===== src/rtl/ad7478_scan_scheduler.sv =====
// Round-robin scheduler sharing one AD7478 driver (behind an analog mux) among N_REQ requesters.
// Grants, settles the mux, starts one conversion and returns the 8-bit result with a one-hot ack.
module ad7478_scan_scheduler #(
  parameter int unsigned N_REQ       = 4,
  parameter int unsigned CHAN_W      = 3,
  parameter int unsigned SETTLE_CYC  = 50,
  parameter int unsigned TIMEOUT_CYC = 1000
) (
  input  logic                      sclk,
  input  logic                      rst,
  input  logic [N_REQ-1:0]          req,
  input  logic [N_REQ*CHAN_W-1:0]   req_chan,
  output logic [N_REQ-1:0]          ack,
  output logic [7:0]                rsp_data,
  output logic [CHAN_W-1:0]         rsp_chan,
  output logic                      rsp_err,
  output logic                      sched_busy,
  output logic [CHAN_W-1:0]         mux_sel,
  output logic                      adc_start,
  input  logic                      adc_busy,
  input  logic                      adc_done,
  input  logic [7:0]                adc_data
);

  localparam int unsigned IDX_W = (N_REQ > 1) ? $clog2(N_REQ) : 1;
  localparam int unsigned SET_W = $clog2(SETTLE_CYC + 1);
  localparam int unsigned TO_W  = $clog2(TIMEOUT_CYC + 1);

  localparam logic [SET_W-1:0] SET_LAST = SET_W'(SETTLE_CYC - 1);
  localparam logic [TO_W-1:0]  TO_LAST  = TO_W'(TIMEOUT_CYC - 1);
  localparam logic [IDX_W-1:0] IDX_LAST = IDX_W'(N_REQ - 1);

  typedef enum logic [2:0] {
    S_IDLE,
    S_SETTLE,
    S_START,
    S_WAIT,
    S_RESP
  } state_e;

  state_e             state_q,    state_d;
  logic [IDX_W-1:0]   rr_ptr_q,   rr_ptr_d;
  logic [IDX_W-1:0]   gnt_q,      gnt_d;
  logic [CHAN_W-1:0]  mux_sel_q,  mux_sel_d;
  logic               settled_q,  settled_d;
  logic [SET_W-1:0]   set_cnt_q,  set_cnt_d;
  logic [TO_W-1:0]    to_cnt_q,   to_cnt_d;
  logic [7:0]         rsp_data_q, rsp_data_d;
  logic [CHAN_W-1:0]  rsp_chan_q, rsp_chan_d;
  logic               rsp_err_q,  rsp_err_d;
  logic [N_REQ-1:0]   ack_q,      ack_d;
  logic               start_q,    start_d;

  logic [CHAN_W-1:0]  chan_arr [N_REQ];
  logic               arb_found;
  logic [IDX_W-1:0]   arb_idx;
  int unsigned        arb_k;

  for (genvar gi = 0; gi < N_REQ; gi++) begin : g_chan
    assign chan_arr[gi] = req_chan[gi*CHAN_W +: CHAN_W];
  end

  // First requester at or after rr_ptr, wrapping around
  always_comb begin
    arb_found = 1'b0;
    arb_idx   = '0;
    arb_k     = 0;
    for (int unsigned i = 0; i < N_REQ; i++) begin
      arb_k = (32'(rr_ptr_q) + i) % N_REQ;
      if (!arb_found && req[IDX_W'(arb_k)]) begin
        arb_found = 1'b1;
        arb_idx   = IDX_W'(arb_k);
      end
    end
  end

  always_ff @(posedge sclk) begin
    if (rst) begin
      state_q    <= S_IDLE;
      rr_ptr_q   <= '0;
      gnt_q      <= '0;
      mux_sel_q  <= '0;
      settled_q  <= 1'b0;
      set_cnt_q  <= '0;
      to_cnt_q   <= '0;
      rsp_data_q <= '0;
      rsp_chan_q <= '0;
      rsp_err_q  <= 1'b0;
      ack_q      <= '0;
      start_q    <= 1'b0;
    end else begin
      state_q    <= state_d;
      rr_ptr_q   <= rr_ptr_d;
      gnt_q      <= gnt_d;
      mux_sel_q  <= mux_sel_d;
      settled_q  <= settled_d;
      set_cnt_q  <= set_cnt_d;
      to_cnt_q   <= to_cnt_d;
      rsp_data_q <= rsp_data_d;
      rsp_chan_q <= rsp_chan_d;
      rsp_err_q  <= rsp_err_d;
      ack_q      <= ack_d;
      start_q    <= start_d;
    end
  end

  always_comb begin
    state_d    = state_q;
    rr_ptr_d   = rr_ptr_q;
    gnt_d      = gnt_q;
    mux_sel_d  = mux_sel_q;
    settled_d  = settled_q;
    set_cnt_d  = set_cnt_q;
    to_cnt_d   = to_cnt_q;
    rsp_data_d = rsp_data_q;
    rsp_chan_d = rsp_chan_q;
    rsp_err_d  = rsp_err_q;
    ack_d      = '0;
    start_d    = 1'b0;

    case (state_q)
      S_IDLE: begin
        if (arb_found) begin
          gnt_d     = arb_idx;
          mux_sel_d = chan_arr[arb_idx];
          rr_ptr_d  = (arb_idx == IDX_LAST) ? '0 : arb_idx + 1'b1;
          set_cnt_d = '0;
          // Mux already parked on this channel after a good conversion: no settle needed
          if (settled_q && (chan_arr[arb_idx] == mux_sel_q)) begin
            state_d = S_START;
          end else begin
            state_d = S_SETTLE;
          end
        end
      end
      S_SETTLE: begin
        if (set_cnt_q == SET_LAST) begin
          state_d = S_START;
        end else begin
          set_cnt_d = set_cnt_q + 1'b1;
        end
      end
      S_START: begin
        if (!adc_busy) begin
          start_d  = 1'b1;
          to_cnt_d = '0;
          state_d  = S_WAIT;
        end
      end
      S_WAIT: begin
        // adc_done takes priority over a timeout expiring on the same edge
        if (adc_done) begin
          rsp_data_d = adc_data;
          rsp_chan_d = mux_sel_q;
          rsp_err_d  = 1'b0;
          settled_d  = 1'b1;
          state_d    = S_RESP;
        end else if (to_cnt_q == TO_LAST) begin
          rsp_data_d = '0;
          rsp_chan_d = mux_sel_q;
          rsp_err_d  = 1'b1;
          settled_d  = 1'b0;
          state_d    = S_RESP;
        end else begin
          to_cnt_d = to_cnt_q + 1'b1;
        end
      end
      S_RESP: begin
        ack_d[gnt_q] = 1'b1;
        state_d      = S_IDLE;
      end
      default: state_d = S_IDLE;
    endcase
  end

  assign ack        = ack_q;
  assign rsp_data   = rsp_data_q;
  assign rsp_chan   = rsp_chan_q;
  assign rsp_err    = rsp_err_q;
  assign mux_sel    = mux_sel_q;
  assign adc_start  = start_q;
  assign sched_busy = (state_q != S_IDLE);

endmodule


===== config.mk =====
export PLATFORM = sky130hd
export DESIGN_NAME = ad7478_scan_scheduler
export DESIGN_NICKNAME = d
export VERILOG_FILES = /design/src/rtl/ad7478_scan_scheduler.sv
export SDC_FILE = /design/constraint.sdc
export NUM_CORES = 1
export LEC_CHECK = 0
export ABC_AREA = 1
export CAP_MARGIN = 20
export CORE_ASPECT_RATIO = 2
export CORE_MARGIN = 3
export CORE_UTILIZATION = 45
export CTS_BUF_LIST = sky130_fd_sc_hd__clkbuf_2 sky130_fd_sc_hd__clkbuf_4 sky130_fd_sc_hd__clkbuf_8
export CTS_CLUSTER_DIAMETER = 80
export DETAILED_ROUTE_END_ITERATION = 7
export HOLD_SLACK_MARGIN = 0.03
export PLACE_DENSITY_LB_ADDON = 0.2
export SLEW_MARGIN = 20
export SYNTH_ARGS = -nofsm -noshare
export SYNTH_HDL_FRONTEND = slang
export SYNTH_SLANG_ARGS = --single-unit

===== constraint.sdc =====
create_clock -name sclk -period 2.1 [get_ports sclk]
set_input_delay 0.315 -clock sclk [delete_from_list [all_inputs] [get_ports sclk]]
set_output_delay 0.315 -clock sclk [all_outputs]
set_load 0.05 [all_outputs]

==> flow_summary.toml <==
[status]
status = "finished, violations left"
violations = "negative setup slack"

[synth]
synth_cells = 355
yosysWarningCount = 0
synth-seq-cells = 44
avgSynthCellArea_um2 = 6.65
synth_area_um2 = 2360
synth_top_area_cell = "dfxtp_1"
syn-num-nets = 386
synth-seq-area-share = 0.373
ys_types = 28
synth.top_cell.area_share = 0.373
synthTopCellsByArea = "dfxtp_1 37%, nand2_1 13%, inv_1 9.4%"

[clocking]
cts_hold_buffers = 0
clk_latency_ns = 0.30
cts.sink_count = 44
h-tree-depth = 2
cts_tree = "yes"
root_buffer = "clkbuf_8"
clock_path_buffers = 2
cts-buffers-inserted = 5
clkTransAtPathRegs_ns = 0.08

[timing]
worst_clock_skew_ns = 0.00528
worst_slew_margin_rel = 0.644
drv_slew = 0
rsz0062_at_grt = "true"
post-route-min-period_ns = 2.16
hold_viol = 0
fin_crit_sh = 1.03
max_freq_ghz = 0.462
fin_setup_tns_ns = -0.0756
worst_pin_slew_ns = 0.533
fin_ws_ns = -0.0642
setup_violations = 2

[detailed_routing]
firstDrtPassIters = 4
finalWirelength_mm = 6.99
drc = 0
wl_per_cell_um = 14.0
via_count = 2662
ant_nets = 0
vias_per_cell = 5.31
drt_iter0_drc = 152

[die]
dieHeight_um = 108
core_area_um2 = 4950
initial_core_util = 0.477
pin_count = 49
die-width_um = 57.2
dieArea_um2 = 6210
std_cell_rows = 36

[critical_path]
reg2reg_slack_ns = -0.06
critical_path.n_buffers_inverters = 3
cpMaxStageDelayCell = "dfxtp_4"
crit_fanout = 7
start_kind = "flip-flop"
cp-end-kind = "flip-flop"
worstPathArrival_ns = 2.40
worstPathRequired_ns = 2.33
critical_path.cell_chain = "buf_12 -> inv_16 -> nand2_2 -> nand3_2 -> nand2_2 -> nor2_4 -> nand3_4 -> buf_6 -> nand4_1 -> nand3_2 -> nand3_1 -> nand2_1 -> nor2_2 -> nand2_1 -> nand2_1 -> nand2_1 -> a21oi_2"
path_class = "reg -> reg"
path_common_cell = "nand2_1"
critPathMaxStageDelay_ns = 0.36
path_delay_family = "simple AND/OR/NAND/NOR gates"

[place]
dp_slack_ns = -0.315
routabilityCongestion = 0.877
place.detailed.hpwl_mm = 4.56
port_buffers = 48

[power]
p_per_area_nw_per_um2 = 1320
leakage_nw = 1.57
vdd.ir_drop.worst_mv = 0.936

[finish]
layout-drive-gt1-share = 0.279
num_antenna_cells = 0
finalNetCount = 474
area_growth_pct = 53.4
n_fill_cell = 386

[global_routing]
grt_overflow = 0
grt_pass1_wl_mm = 10.4
grt_max_degree = 22
grt_usage = 0.209
antenna_found_initial = 0
grt_pass1_vias = 2473

[min_path]
hp-class = "reg -> reg"

[flow_run]
cap_violations = 0
==> cell usage in the layout, fill, tap and decap left out, types with 2 or more instances in the layout <==
cell type,synthesis,final
a211oi_1,5,5
a21oi_1,28,28
buf_4,0,27
buf_6,2,5
clkbuf_8,0,5
clkdlybuf4s50_1,0,47
dfxtp_1,44,42
dfxtp_4,0,2
ha_1,3,2
inv_1,59,54
inv_2,1,6
nand2_1,80,61
nand2_2,16,22
nand2_4,0,12
nand2_8,0,2
nand3_1,25,12
nand3_2,3,15
nand3_4,1,4
nand4_1,11,11
nor2_1,31,25
nor2_2,2,6
nor2_4,1,3
nor3_1,11,9
nor3_2,1,3
o21ai_0,19,16
o21ai_1,0,3
==> routing by layer <==
metal | routed length, um | vias up | GRT usage
met2 | 4160 | 70 | 0.420
met5 | 0 | - | 0
li1 | - | 1322 | -
met4 | 178 | 0 | 0.0829
met3 | 260 | 17 | 0.0299
met1 | 2390 | 1253 | 0.202
==> synth_stat cells <==
cell and n:
xor2_1 1, a41oi_1 1, a21oi_1 28, buf_6 2, nand3_1 25, nand3_4 1
clkinv_1 2, inv_1 59, nand2_2 16, a211oi_1 5, nor2_1 31, ha_1 3
nor3_1 11, nor2_4 1, clkbuf_1 3, a31oi_1 1, nand2_1 80, inv_6 1
dfxtp_1 44, a221oi_1 1, nand3_2 3, nor2_2 2, inv_2 1, o21ai_0 19
nand4_1 11, a21oi_2 1, o211ai_1 1, nor3_2 1
==> power by group <==
part | switching [mW] | internal (mW)
clock | 0.278 | 0.366
combinational | 1.82 | 1.25
sequential | 0.109 | 0.968
total | 2.21 | 2.58
==> cell families after synthesis <==
| kind of cell | count (synthesis) | share of synthesized area |
|---|---|---|
| compound gates | 57 | 0.132 |
| xor+xnor | 1 | 0.00371 |
| fa+ha+maj | 3 | 0.0159 |
| buf+inv | 68 | 0.117 |
| flops | 44 | 0.373 |
| simple gates | 182 | 0.359 |
==> metrics by stage <==
stage | utilization | area, um2 | hold WS [ns] | std cells | power [mW]
finish | 0.731 | 3620 | 0.453 | 501 | 4.79
global route | 0.731 | 3620 | 0.481 | 501 | 5.11
CTS | 0.659 | 3270 | 0.455 | 490 | 4.18
detailed placement | 0.617 | 3060 | 0.444 | 477 | 3.29
global placement | 0.617 | 3060 | 0.436 | 477 | 3.27
floorplan | - | 2360 | 0.392 | 355 | 2.54
==> worst paths after layout <==
path          startpoint         end  depth (start not counted)
max          rr_ptr_q[0]  state_q[1]                         17
min             gnt_q[1]      ack[0]                          1
max reg2reg  rr_ptr_q[0]  state_q[1]                         17
min reg2reg     gnt_q[1]      ack[0]                          1
==> cell type report <==
| class | instances | area [um2] | area share |
|---|---|---|---|
| multi-input combinational | 246 | 1500 | 0.414 |
| sequential | 44 | 888 | 0.245 |
| timing repair buffer | 82 | 790 | 0.218 |
| inverter | 63 | 255 | 0.0704 |
| clock buffer | 6 | 76.3 | 0.0211 |
| tap | 57 | 71.3 | 0.0197 |
| clock inverter | 2 | 35.0 | 0.00967 |
| timing repair inverter | 1 | 8.76 | 0.00242 |
==> state kept, by name (all words and copies together) (netlist names) <==
name and cells:
ack 4, to_cnt_q 10, rr_ptr_q 2, rsp_data 8, state_q 3, gnt_q 2
adc_start 1, rsp_chan 3, rsp_err 1, set_cnt_q 6, settled_q 1, mux_sel 3
==> timing repair <==
action                     CTS  global route
pin swaps                    7            24
setup endpoints to repair    6            14
buffers inserted             3             8
resized for setup           18            69
cloned                       2             3
No activity file was read; power rests on OpenSTA's default activity.
